==> src/rtl/resolver_pkg.sv <==
// Shared types and sizing helpers for the carry-save resolver.
package resolver_pkg;

    localparam int GUARD_BITS = 2;

    typedef enum logic [1:0] {
        ST_ACC = 2'd0,
        ST_RES = 2'd1,
        ST_OUT = 2'd2
    } state_t;

    function automatic int num_chunks(input int width, input int chunk);
        return (width + chunk - 1) / chunk;
    endfunction

endpackage

==> src/rtl/compressor_4_2_n_bit.sv <==
// Bit-parallel 4:2 compressor; outputs are kept mod 2^INPUT_WIDTH (top column carries dropped).
module compressor_4_2_n_bit #(
    parameter int INPUT_WIDTH = 8,
    parameter bit SHIFT_CARRY = 1'b1
) (
    input  logic [INPUT_WIDTH-1:0] a_i,
    input  logic [INPUT_WIDTH-1:0] b_i,
    input  logic [INPUT_WIDTH-1:0] c_i,
    input  logic [INPUT_WIDTH-1:0] d_i,
    output logic [INPUT_WIDTH-1:0] sum_o,
    output logic [INPUT_WIDTH-1:0] carry_o
);
    logic [INPUT_WIDTH-1:0] s1;
    logic [INPUT_WIDTH-1:0] cin;
    logic [INPUT_WIDTH-2:0] maj1;

    assign s1    = a_i ^ b_i ^ c_i;
    assign maj1  = (a_i[INPUT_WIDTH-2:0] & b_i[INPUT_WIDTH-2:0])
                 | (a_i[INPUT_WIDTH-2:0] & c_i[INPUT_WIDTH-2:0])
                 | (b_i[INPUT_WIDTH-2:0] & c_i[INPUT_WIDTH-2:0]);
    // First-level carries move one column up as the second adder's carry-in.
    assign cin   = {maj1, 1'b0};
    assign sum_o = s1 ^ d_i ^ cin;

    if (SHIFT_CARRY) begin : g_shift
        logic [INPUT_WIDTH-2:0] cmaj;
        assign cmaj    = (s1[INPUT_WIDTH-2:0] & d_i[INPUT_WIDTH-2:0])
                       | (s1[INPUT_WIDTH-2:0] & cin[INPUT_WIDTH-2:0])
                       | (d_i[INPUT_WIDTH-2:0] & cin[INPUT_WIDTH-2:0]);
        assign carry_o = {cmaj, 1'b0};
    end else begin : g_noshift
        assign carry_o = (s1 & d_i) | (s1 & cin) | (d_i & cin);
    end

endmodule

==> src/rtl/carry_save_resolver.sv <==
// Carry-save group accumulator with chunked carry-propagate resolve.
// Optional saturation of the result to ACC_SIZE bits: define RESOLVER_SAT_EN.
module carry_save_resolver
    import resolver_pkg::*;
#(
    parameter int IN_SIZE  = 24,
    parameter int ACC_SIZE = 32,
    parameter int CHUNK    = 8
) (
    input  logic                clk_i,
    input  logic                rst_i,
    input  logic [IN_SIZE-1:0]  sum_i,
    input  logic [IN_SIZE-1:0]  carry_i,
    input  logic                last_i,
    input  logic                valid_i,
    output logic                ready_o,
    output logic [ACC_SIZE-1:0] result_o,
    output logic                sat_o,
    output logic                valid_o,
    input  logic                ready_i
);
    localparam int W  = ACC_SIZE + GUARD_BITS;
    localparam int N  = num_chunks(W, CHUNK);
    localparam int CW = $clog2(N + 1);

    state_t                state_q, state_d;
    logic [W-1:0]          acc_s_q, acc_s_d;
    logic [W-1:0]          acc_c_q, acc_c_d;
    logic [CW-1:0]         cnt_q, cnt_d;
    logic                  cy_q, cy_d;
    logic [W-1:0]          res_w_q, res_w_d;
    logic [ACC_SIZE-1:0]   result_q, result_d;

    logic [W-1:0]          sum_ext, carry_ext, cmp_s, cmp_c;
    logic [CHUNK:0]        slice_sum;
    logic [W-1:0]          slice_hit, slice_bit;

    assign sum_ext   = {{(W-IN_SIZE){sum_i[IN_SIZE-1]}}, sum_i};
    assign carry_ext = {{(W-IN_SIZE){carry_i[IN_SIZE-1]}}, carry_i};

    compressor_4_2_n_bit #(
        .INPUT_WIDTH (W),
        .SHIFT_CARRY (1'b1)
    ) u_cmp (
        .a_i     (acc_s_q),
        .b_i     (acc_c_q),
        .c_i     (sum_ext),
        .d_i     (carry_ext),
        .sum_o   (cmp_s),
        .carry_o (cmp_c)
    );

    // Accumulators shift right one chunk per resolve cycle, so the active slice is always the low chunk.
    assign slice_sum = {1'b0, acc_s_q[CHUNK-1:0]} + {1'b0, acc_c_q[CHUNK-1:0]}
                     + {{CHUNK{1'b0}}, cy_q};

    for (genvar j = 0; j < W; j++) begin : g_bit
        assign slice_hit[j] = (cnt_q == CW'(j / CHUNK));
        assign slice_bit[j] = slice_sum[j % CHUNK];
    end

`ifdef RESOLVER_SAT_EN
    logic sat_q, sat_d;
    logic [W-ACC_SIZE:0] hi_bits;
    assign hi_bits = res_w_d[W-1:ACC_SIZE-1];
    assign sat_o   = sat_q;
`else
    assign sat_o   = 1'b0;
`endif

    always_comb begin
        state_d  = state_q;
        acc_s_d  = acc_s_q;
        acc_c_d  = acc_c_q;
        cnt_d    = cnt_q;
        cy_d     = cy_q;
        res_w_d  = res_w_q;
        result_d = result_q;
`ifdef RESOLVER_SAT_EN
        sat_d    = sat_q;
`endif
        case (state_q)
            ST_ACC: begin
                if (valid_i) begin
                    acc_s_d = cmp_s;
                    acc_c_d = cmp_c;
                    if (last_i) state_d = ST_RES;
                end
            end
            ST_RES: begin
                acc_s_d = acc_s_q >> CHUNK;
                acc_c_d = acc_c_q >> CHUNK;
                cy_d    = slice_sum[CHUNK];
                cnt_d   = cnt_q + 1'b1;
                res_w_d = (res_w_q & ~slice_hit) | (slice_bit & slice_hit);
                if (cnt_q == CW'(N - 1)) begin
                    state_d  = ST_OUT;
`ifdef RESOLVER_SAT_EN
                    // Guard bits plus ACC sign bit must agree, otherwise the value is out of range.
                    if ((&hi_bits) || !(|hi_bits)) begin
                        sat_d    = 1'b0;
                        result_d = res_w_d[ACC_SIZE-1:0];
                    end else begin
                        sat_d    = 1'b1;
                        result_d = res_w_d[W-1] ? {1'b1, {(ACC_SIZE-1){1'b0}}}
                                                : {1'b0, {(ACC_SIZE-1){1'b1}}};
                    end
`else
                    result_d = res_w_d[ACC_SIZE-1:0];
`endif
                end
            end
            ST_OUT: begin
                if (ready_i) begin
                    state_d = ST_ACC;
                    acc_s_d = '0;
                    acc_c_d = '0;
                    cnt_d   = '0;
                    cy_d    = 1'b0;
                end
            end
            default: state_d = ST_ACC;
        endcase
    end

    always_ff @(posedge clk_i or posedge rst_i) begin
        if (rst_i) begin
            state_q  <= ST_ACC;
            acc_s_q  <= '0;
            acc_c_q  <= '0;
            cnt_q    <= '0;
            cy_q     <= 1'b0;
            res_w_q  <= '0;
            result_q <= '0;
`ifdef RESOLVER_SAT_EN
            sat_q    <= 1'b0;
`endif
        end else begin
            state_q  <= state_d;
            acc_s_q  <= acc_s_d;
            acc_c_q  <= acc_c_d;
            cnt_q    <= cnt_d;
            cy_q     <= cy_d;
            res_w_q  <= res_w_d;
            result_q <= result_d;
`ifdef RESOLVER_SAT_EN
            sat_q    <= sat_d;
`endif
        end
    end

    assign ready_o  = (state_q == ST_ACC);
    assign valid_o  = (state_q == ST_OUT);
    assign result_o = result_q;

endmodule

==> config.mk <==
export PLATFORM = sky130hd
export DESIGN_NAME = carry_save_resolver
export DESIGN_NICKNAME = d
export VERILOG_FILES = /design/src/rtl/resolver_pkg.sv /design/src/rtl/compressor_4_2_n_bit.sv /design/src/rtl/carry_save_resolver.sv
export SDC_FILE = /design/constraint.sdc
export NUM_CORES = 1
export LEC_CHECK = 0
export ABC_AREA = 1
export BUFFER_PORTS_ARGS = -buffer_cell sky130_fd_sc_hd__buf_4
export CAP_MARGIN = 40
export CORE_MARGIN = 8
export CORE_UTILIZATION = 40
export DETAILED_ROUTE_END_ITERATION = 10
export PLACE_DENSITY = 0.57
export SLEW_MARGIN = 15
export SYNTH_ARGS = -nofsm -noshare
export SYNTH_HDL_FRONTEND = slang
export SYNTH_SLANG_ARGS = --single-unit
export TNS_END_PERCENT = 5
==> constraint.sdc <==
create_clock -name clk_i -period 13.9 [get_ports clk_i]
set_input_delay 3.475 -clock clk_i [delete_from_list [all_inputs] [get_ports clk_i]]
set_output_delay 3.475 -clock clk_i [all_outputs]
set_load 0.02 [all_outputs]
==> impl_results.md, run 1 <==
- Critical path arrival: 5350 ps
- CTS sink count: 138
- Synth warn: 0
- Clk_lat worst skew: 430 ps
- Hpwl dp: 13600 um
- DR vias: 5841
- Sequential-to-total area share from yosys stat: 44.4%
- PD cells: 250 mW/mm^2
- TritonCTS clock tree: done
- All-Layer GR Usage: 16.9%
- Sw frac: 44.0%
- Drt total wl: 19200 um
- Switch Pwr: 1020 uW
- Clock Skews: 12.8 ps
- Crit Path Class: in -> reg
- Maximum clock path buffer count: 2
- Syn Inst Count: 825
- Static Leak: 0.00456 uW
- Share of cells above drive strength 1: 16.5%
- Met3 WL: 816 um
- Worst hold margin: 471 ps
- Antenna Nets Post-Route: 0
- Tightest slew margin relative to the limit: 45.8%
- Slew Limit Fails: 0
- Seq cells post-synth: 138
- Die Height: 155 um
- Fin util: 48.1%
- Fmax: 0.198 GHz
- Setup-failing EPs final: 0
- Clock transition at path regs: 60 ps
- Mapped Nets: 962
- Cts bufs inserted: 17
- Area share of the largest cell type after synthesis: 44.4%
- Die ar.: 0.0242 sq mm
- Initial core utilization: 40.3%
- Avg Cell Area, Syn: 9.42 sq um
- Cell area after synthesis: 0.00777 sq mm
- Max-Cap Viols: 0
- Number of global-route vias before repair: 5995
- Hold_buf cts: 0
- # port buffers: 86
- Root buffer cell: clkbuf_16
- Antenna diodes: 0
- Initial DRT Pass Iterations: 7
- Final setup TNS: 0 ps
- Worst Tran Pin Value: 813 ps
- Io pins: 88
- Metal-1 WL: 8550 um
- Area leader, netlist: dfrtp_1
- Hold crit path type: reg -> reg
- Comb pwr share: 49.1%
- Final worst setup slack: 8850 ps
- CTS H-tree lvls: 4
- Final critical-path share of the clock period: 36.4%
- Outcome: finished clean
- Grt ovf: 0
- Initial antenna violation count: 0
- Synth async-reset ratio: 100%
- Dpl ws: 8440 ps
- Most common cell in the synthesized netlist: nand2_1
- P_int: 1300 uW
- Commonest cells in the netlist: nand2_1, nand3_1, dfrtp_1
- Area Growth Syn to Fin: 19.2%
- Primary FF master, synth: dfrtp_1
- Cells resized by post-CTS repair: 0
- Synth area leaders: dfrtp_1, fa_1, nand2_1, nand3_1, o21ai_0
- # nets final: 1033
- RSZ-0062 raised after global routing: false
- CP max FO: 69
- Pin count of the biggest net entering global routing: 70
- Peak supply drop: 0.000130 V
- Die width: 155 um
- Cell Rows: 51
- Nature of the critical path endpoint: register
- Core area: 0.0193 sq mm
- Top layer in use: met4
- Post-synth EDFFs: 0
- Critical Path RT: 14200 ps
- Post-CTS Setup Inserts: 0
- Critical path launch point type: primary input
- Initial DRC count: 427
- Min Tclk post-route: 5050 ps
- Hold Vio Cnt, Final: 0
- Vias per cell: 4.98
- Gp weighted congestion: 0.776
- Wire per inst: 16.3 um
- Reg power frac: 30.8%
- Clock power frac: 20.1%
- First-pass GRT wire length: 32200 um
- Synth cell types: 31
- Routed met2 length: 9600 um
- DRC errors left: 0
cell usage in the layout, fill, tap and decap left out, drive strengths merged, types with 4 or more instances in the layout:
cell type  instances
nand2            248
buf               94
a22o              14
dfrtp            138
o21ai             55
fa                67
or2               17
ha                17
a21oi              7
nor2              11
clkinv             4
inv               43
clkbuf            19
nand3            155
state kept, by name, summed over array words and instances, names as in the netlist:
| signal | flops |
|---|---|
| acc_c_q | 34 |
| acc_s_q | 34 |
| res_w_q | 32 |
| result_o | 32 |
| cnt_q | 3 |
| state_q | 2 |
| cy_q | 1 |
power by group through the flow:
stage,registers (uW),logic [uW],clock network (uW)
final,714,1140,467
after global routing,739,1310,492
after CTS,716,1160,475
after detailed placement,721,1150,0
after global placement,720,1120,0
after floorplan,725,805,0
kinds of logic (layout without fill, tap and decap cells):
logic type      after synthesis  after routing  synth area share, %
compound gates               82             82                 6.13
xor+xnor                      2              2                0.225
fa+ha+maj                    84             84                 20.0
buf+inv                      80            164                 4.46
flops                       138            138                 44.4
mux                           3              3                0.386
other cells                   1              1               0.0482
simple gates                435            435                 24.3
per-layer routing:
| layer | GRT usage, % | vias up |
|---|---|---|
| met5 | 0 | - |
| met4 | 4.81 | 0 |
| met3 | 3.47 | 13 |
| met2 | 27.6 | 121 |
| met1 | 22.2 | 2853 |
| li1 | - | 2854 |
area by class of cell:
cell class                      count  area [sq um]
Fill cell                        1835         10000
Multi-Input combinational cell    607          3980
Sequential cell                   138          3450
Timing Repair Buffer               94           743
Clock buffer                       19           453
Tap cell                          265           332
Clock inverter                     13           154
Inverter                           38           148
metrics by stage:
stage / instances / power, uW / cell area (sq um)
after global placement: 1138 / 1840 / 8590
after detailed placement: 1142 / 1870 / 8660
after CTS: 1174 / 2350 / 9260
final: 1174 / 2320 / 9260
after global routing: 1174 / 2540 / 9260
after floorplan: 825 / 1530 / 7770
worst max-delay path, cell delays in order:
cell	delay (ps)
buf_4	110
or2_0	240
nand2_2	70
buf_4	580
inv_2	330
buf_12	270
nand3_1	110
nand3_1	80
final timing paths:
kind | cells after the start | slack [ps] | end | startpoint
min reg2reg | 2 | 470 | result_o[25]$_DFFE_PP0P_ | result_o[25]$_DFFE_PP0P_
max | 8 | 8850 | acc_c_q[10]$_DFFE_PP0P_ | valid_i
min | 2 | 470 | result_o[25]$_DFFE_PP0P_ | result_o[25]$_DFFE_PP0P_
min in group asynchronous | 2 | 3150 | result_o[27]$_DFFE_PP0P_ | rst_i
max in group asynchronous | 4 | 9600 | acc_s_q[26]$_DFFE_PP0P_ | rst_i
max reg2reg | 6 | 11210 | result_o[19]$_DFFE_PP0P_ | state_q[1]$_DFFE_PP0P_
Note: power is estimated with default switching activity, not from simulation.
==> inputs of run 2 (changes only) <==
clock period = 4.9 ns   (was 13.9 ns; I/O delays follow)
==> impl_results.md, run 2 (synthesized netlist as in run 1, its figures left out) <==
- Outcome: finished clean
- DRC errors left: 0 (unchanged)
- Initial DRT Pass Iterations: 5 (-2)
- Post-placement cell count: 1143 (+0.088%)
- Hold Vio Cnt, Final: 0 (unchanged)
- # nets final: 1034 (+0.097%)
- Static Leak: 0.00457 uW (+0.37%)
- Initial core utilization: 40.3% (unchanged)
- All-Layer GR Usage: 16.6% (-0.30 points)
- Die Height: 155 um (unchanged)
- Peak supply drop: 0.000337 V (+160%)
- Final setup TNS: 0 ps (unchanged)
- Leading cell type in the layout, fill and taps excluded: nand2_1
- Clock Skews: 13.4 ps (+0.613 ps)
- Critical path launch point type: register
- Area Growth Syn to Fin: 19.5%
- First-pass GRT wire length: 31700 um (-1.4%)
- Cells resized by post-CTS repair: 0 (unchanged)
- Hold Path End: res_w_q[23]$_DFFE_PP0P_
- CTS H-tree lvls: 4 (unchanged)
- Min-delay src: res_w_q[23]$_DFFE_PP0P_
- Gp weighted congestion: 0.771 (-0.66%)
- RSZ-0062 raised after global routing: false
- R2R Setup Slk: 2330 ps (-8880 ps)
- Final critical-path share of the clock period: 52.5%
- Non-Filler Instances: 1175 (+0.085%)
- Hold_buf cts: 0 (unchanged)
- Core area: 0.0193 sq mm (unchanged)
- Drt total wl: 18900 um (-1.6%)
- PD cells: 713 mW/mm^2 (+180%)
- Worst R2R Start: state_q[1]$_DFFE_PP0P_
- Maximum clock path buffer count: 2 (unchanged)
- Crit Path Class: reg -> out
- Root buffer cell: clkbuf_16
- Die ar.: 0.0242 sq mm (unchanged)
- Grt ovf: 0 (unchanged)
- Tightest slew margin relative to the limit: 50.0% (+4.2 points)
- Fmax: 0.389 GHz
- Post-CTS Setup Inserts: 0 (unchanged)
- Hpwl dp: 13400 um (-1.7%)
- Critical path arrival: 1350 ps (-4000 ps)
- Io pins: 88 (unchanged)
- Vias per cell: 4.97 (about the same)
- Min Tclk post-route: 2570 ps
- Number of global-route vias before repair: 6063 (+1.1%)
- Die width: 155 um (unchanged)
- Hold crit path type: reg -> reg
- Antenna Nets Post-Route: 0 (unchanged)
- DR vias: 5842 (+0.017%)
- WHS Path Cells: 2 (unchanged)
- Total power: 6620 uW (+190%)
- Critical Path RT: 3670 ps (-10530 ps)
- Most frequent cells in the layout: nand2_1, nand3_1, dfrtp_1, buf_4, fa_1
- Max-Cap Viols: 0 (unchanged)
- # port buffers: 86 (unchanged)
- Clock transition at path regs: 70 ps (about the same)
- Setup-failing EPs final: 0 (unchanged)
- Slew Limit Fails: 0 (unchanged)
- TritonCTS clock tree: done
- Worst Tran Pin Value: 749 ps (-63.2 ps)
- Worst hold margin: 475 ps (+4.38 ps)
- CTS sink count: 138 (unchanged)
- CP max FO: 4 (-94%)
- Share of cells above drive strength 1: 16.6% (+0.092 points)
- Cells on worst reg2reg path: 8 (+2)
- Cts bufs inserted: 17 (unchanged)
- Cell Rows: 51 (unchanged)
- Reg2reg end: result_o[12]$_DFFE_PP0P_
- Largest regs: acc_c_q x34, acc_s_q x34
- Initial antenna violation count: 0 (unchanged)
- Nature of the critical path endpoint: output port
- Antenna diodes: 0 (unchanged)
- Wire per inst: 16.1 um (-1.6%)
- Pin count of the biggest net entering global routing: 139 (+99%)
- Clk_lat worst skew: 430 ps (about the same)
- Initial DRC count: 437 (+2.3%)
## run 2: cell count changes in the layout (fill, tap and decap cells not counted), sizes merged
cell and delta:
inv +3, clkbuf -2, buf +1, bufinv +1
clkinv -1, clkinvlp -1
## run 2: metal layers
metal / vias up / GRT usage (%) / part of all wire (%)
met5: - / 0 / 0
met2: 101 / 27.3 / 50
li1: 2850 / - / -
met3: 15 / 3.69 / 4.2
met4: 0 / 5.08 / 1.0
met1: 2876 / 21.4 / 45
## run 2: area by class of cell
| cell class | count | area [sq um] |
|---|---|---|
| Clock inverter | 15 | 200 |
| Multi-Input combinational cell | 607 | 3980 |
| Clock buffer | 17 | 425 |
| Tap cell | 265 | 332 |
| Inverter | 38 | 146 |
| Sequential cell | 138 | 3450 |
| Fill cell | 1869 | 9980 |
| Timing Repair Buffer | 95 | 751 |
## run 2: how the worst max path moves through the flow
stage                                start                  endpoint  slack, ps  cells past startpoint
finish              state_q[0]$_DFFE_PP0P_                   valid_o       2330                      3
global route        state_q[1]$_DFFE_PP0P_  result_o[28]$_DFFE_PP0P_       2060                      8
CTS                 state_q[1]$_DFFE_PP0P_  result_o[19]$_DFFE_PP0P_       2280                      8
detailed placement                 ready_i   acc_c_q[20]$_DFFE_PP0P_       2090                     10
global placement                   ready_i    acc_s_q[4]$_DFFE_PP0P_       2120                      9
floorplan                            rst_i    acc_c_q[0]$_DFFE_PP0P_       1950                      1
## run 2: worst max-delay path, cell delays in order (launching register included)
cell	delay [ps]
dfrtp_1	410
inv_1	100
ha_1	240
buf_4	170
## run 2: power breakdown
group | internal [uW] | leakage (uW) | total, uW | switching, uW
Sequential | 1630 | 0.00179 | 2010 | 383
Combinational | 1280 | 0.00247 | 3230 | 1950
Clock | 822 | 0.000308 | 1380 | 557
## run 2: metrics by stage
step                      setup slack (ps)  util [%]  cell area [sq um]
after detailed placement              2090      45.0               8660
final                                 2330      48.2               9290
after global routing                  2060      48.2               9290
after floorplan                       1950         -               7780
after global placement                2120      44.7               8620
after CTS                             2280      48.2               9290
==> inputs of run 3 (changes only) <==
clock period = 2.55 ns   (was 4.9 ns; I/O delays follow)
==> impl_results.md, run 3 (synthesized netlist as in run 1, its figures left out) <==
- CP Cell Sequence: fa_1 -> inv_1 -> fa_1 -> inv_1 -> nand2_1 -> nand2_1 -> nand3_1 -> nand2_1 -> nand2_1 -> nand3_1 -> nand3_1 -> nand2_1
- Setup-failing EPs final: 0 (unchanged)
- Worst Tran Pin Value: 754 ps (+4.42 ps)
- Hpwl dp: 13600 um (+1.2%)
- Clk_lat worst skew: 420 ps (about the same)
- Core area: 0.0193 sq mm (unchanged)
- Most frequent cells in the layout: nand2_1, nand3_1, dfrtp_1, buf_4, fa_1
- Gp weighted congestion: 0.782 (+1.4%)
- Io pins: 88 (unchanged)
- Die width: 155 um (unchanged)
- Critical path arrival: 2420 ps (+1070 ps)
- Root buffer cell: clkbuf_16
- Die Height: 155 um (unchanged)
- Outcome: finished clean
- Post-CTS Setup Inserts: 0 (unchanged)
- Clock transition at path regs: 60 ps (about the same)
- Non-Filler Instances: 1179 (+0.34%)
- DR vias: 5868 (+0.45%)
- Final critical-path share of the clock period: 82.9%
- # port buffers: 86 (unchanged)
- Die ar.: 0.0242 sq mm (unchanged)
- Dpl ws: 364 ps (-1730 ps)
- Hold crit path type: in -> async
- Slew Limit Fails: 0 (unchanged)
- Antenna diodes: 0 (unchanged)
- All-Layer GR Usage: 16.4% (-0.19 points)
- Antenna Nets Post-Route: 0 (unchanged)
- Initial core utilization: 40.3% (unchanged)
- Cell Rows: 51 (unchanged)
- Hold_buf cts: 0 (unchanged)
- Critical path launch point type: register
- Critical Path Most Common Cell: nand2_1
- R2R Setup Slk: 440 ps (-1890 ps)
- Wire per inst: 15.9 um (-0.72%)
- Final worst setup slack: 437 ps (-1890 ps)
- Crit-path max cell delay: 490 ps (+80 ps)
- Hold Vio Cnt, Final: 0 (unchanged)
- CP startpoint: acc_s_q[0]$_DFFE_PP0P_
- Cells on worst reg2reg path: 12 (+4)
- Number of global-route vias before repair: 6003 (-0.99%)
- Drt total wl: 18800 um (-0.39%)
- Initial DRC count: 356 (-19%)
- Worst R2R Start: acc_s_q[0]$_DFFE_PP0P_
- Pin count of the biggest net entering global routing: 76 (-45%)
- Slowest stage cell, crit path: fa_1
- Final setup TNS: 0 ps (unchanged)
- Max-Cap Viols: 0 (unchanged)
- Vias per cell: 4.98 (+0.10%)
- First-pass GRT wire length: 31500 um (-0.83%)
- Tightest slew margin relative to the limit: 49.7% (-0.37 points)
- Leading cell type in the layout, fill and taps excluded: nand2_1
- Worst hold margin: 324 ps (-151 ps)
- Cells resized by post-CTS repair: 0 (unchanged)
- Largest regs: acc_c_q x34, acc_s_q x34
- Peak supply drop: 0.000526 V (+56%)
- Clock Skews: 6.45 ps (-6.93 ps)
- CP max FO: 4 (unchanged)
- TritonCTS clock tree: done
- # nets final: 1038 (+0.39%)
- Initial DRT Pass Iterations: 4 (-1)
- Initial antenna violation count: 0 (unchanged)
- DRC errors left: 0 (unchanged)
- RSZ-0062 raised after global routing: false
- Cts bufs inserted: 17 (unchanged)
- Fin util: 48.2% (about the same)
- Share of cells above drive strength 1: 16.8% (+0.26 points)
- Critical Path End: result_o[22]$_DFFE_PP0P_
- Static Leak: 0.00456 uW (-0.37%)
- CTS sink count: 138 (unchanged)
- Maximum clock path buffer count: 2 (unchanged)
- Crit Path Class: reg -> reg
- CTS H-tree lvls: 4 (unchanged)
- Fillcell total: 1899 (+1.6%)
- Critical Path RT: 2860 ps (-810 ps)
- Post-placement cell count: 1147 (+0.35%)
- Min Tclk post-route: 2110 ps
- Nature of the critical path endpoint: register
- Area Growth Syn to Fin: 19.6% (about the same)
- Grt ovf: 0 (unchanged)
- Fmax: 0.473 GHz
- PD cells: 1350 mW/mm^2 (+90%)
- Reg2reg end: result_o[22]$_DFFE_PP0P_
[run 3: cell types whose count changed in the layout (fill, tap and decap cells not counted)]
| cell | previous run | this run |
|---|---|---|
| clkinvlp_4 | 1 | 6 |
| inv_6 | 7 | 2 |
| buf_12 | 3 | 5 |
| buf_4 | 92 | 94 |
| bufinv_16 | 3 | 1 |
| clkinv_4 | 3 | 5 |
| clkbuf_8 | 0 | 1 |
| clkinv_1 | 0 | 1 |
| inv_2 | 4 | 3 |
| inv_8 | 2 | 1 |
[run 3: how the worst min path moves through the flow]
stage | cells past startpoint | start | endpoint | slack (ps)
4_1_cts | 3 | rst_i | result_o[19]$_DFFE_PP0P_ | 350
6_report | 3 | rst_i | result_o[18]$_DFFE_PP0P_ | 320
5_1_grt | 3 | rst_i | res_w_q[17]$_DFFE_PP0P_ | 370
3_3_place_gp | 2 | res_w_q[3]$_DFFE_PP0P_ | res_w_q[3]$_DFFE_PP0P_ | 450
3_5_place_dp | 2 | res_w_q[30]$_DFFE_PP0P_ | res_w_q[30]$_DFFE_PP0P_ | 460
2_1_floorplan | 2 | res_w_q[29]$_DFFE_PP0P_ | res_w_q[29]$_DFFE_PP0P_ | 440
[run 3: layout make-up]
class	count	area, sq um	share of cell area, %
clock inverter	14	140	1.51
timing repair buffer	99	806	8.67
sequential	138	3450	37.1
tap	265	332	3.57
inverter	38	146	1.57
clock buffer	18	439	4.72
multi-input combinational	607	3980	42.8
[run 3: critical path: cells and delay by family, from the launching register on]
family                     cells  cell delay, ps
DFF                            1             430
adders and majority gates      2             690
and+or+nand+nor                8             750
buffers and inverters          2             140
[run 3: power by group]
group          internal, uW  leakage, uW  switching [uW]
Clock                  1390     0.000267            1020
Sequential             3130      0.00179             736
Combinational          2530      0.00250            3760
Total                  7050      0.00456            5520
[run 3: routing by layer]
layer  share of wire (%)  global-route usage (%)  up-vias
li1                    -                       -     2866
met1                  45                    21.3     2869
met2                  50                    26.9      116
met3                 4.0                    3.30       17
met4                 1.4                    5.18        0
met5                   0                       0        -
[run 3: per-stage QoR]
stage,cell area [sq um],power (uW)
floorplan,7780,8340
finish,9300,12600
global placement,8720,10200
CTS,9300,12800
detailed placement,8720,10300
global route,9300,13800
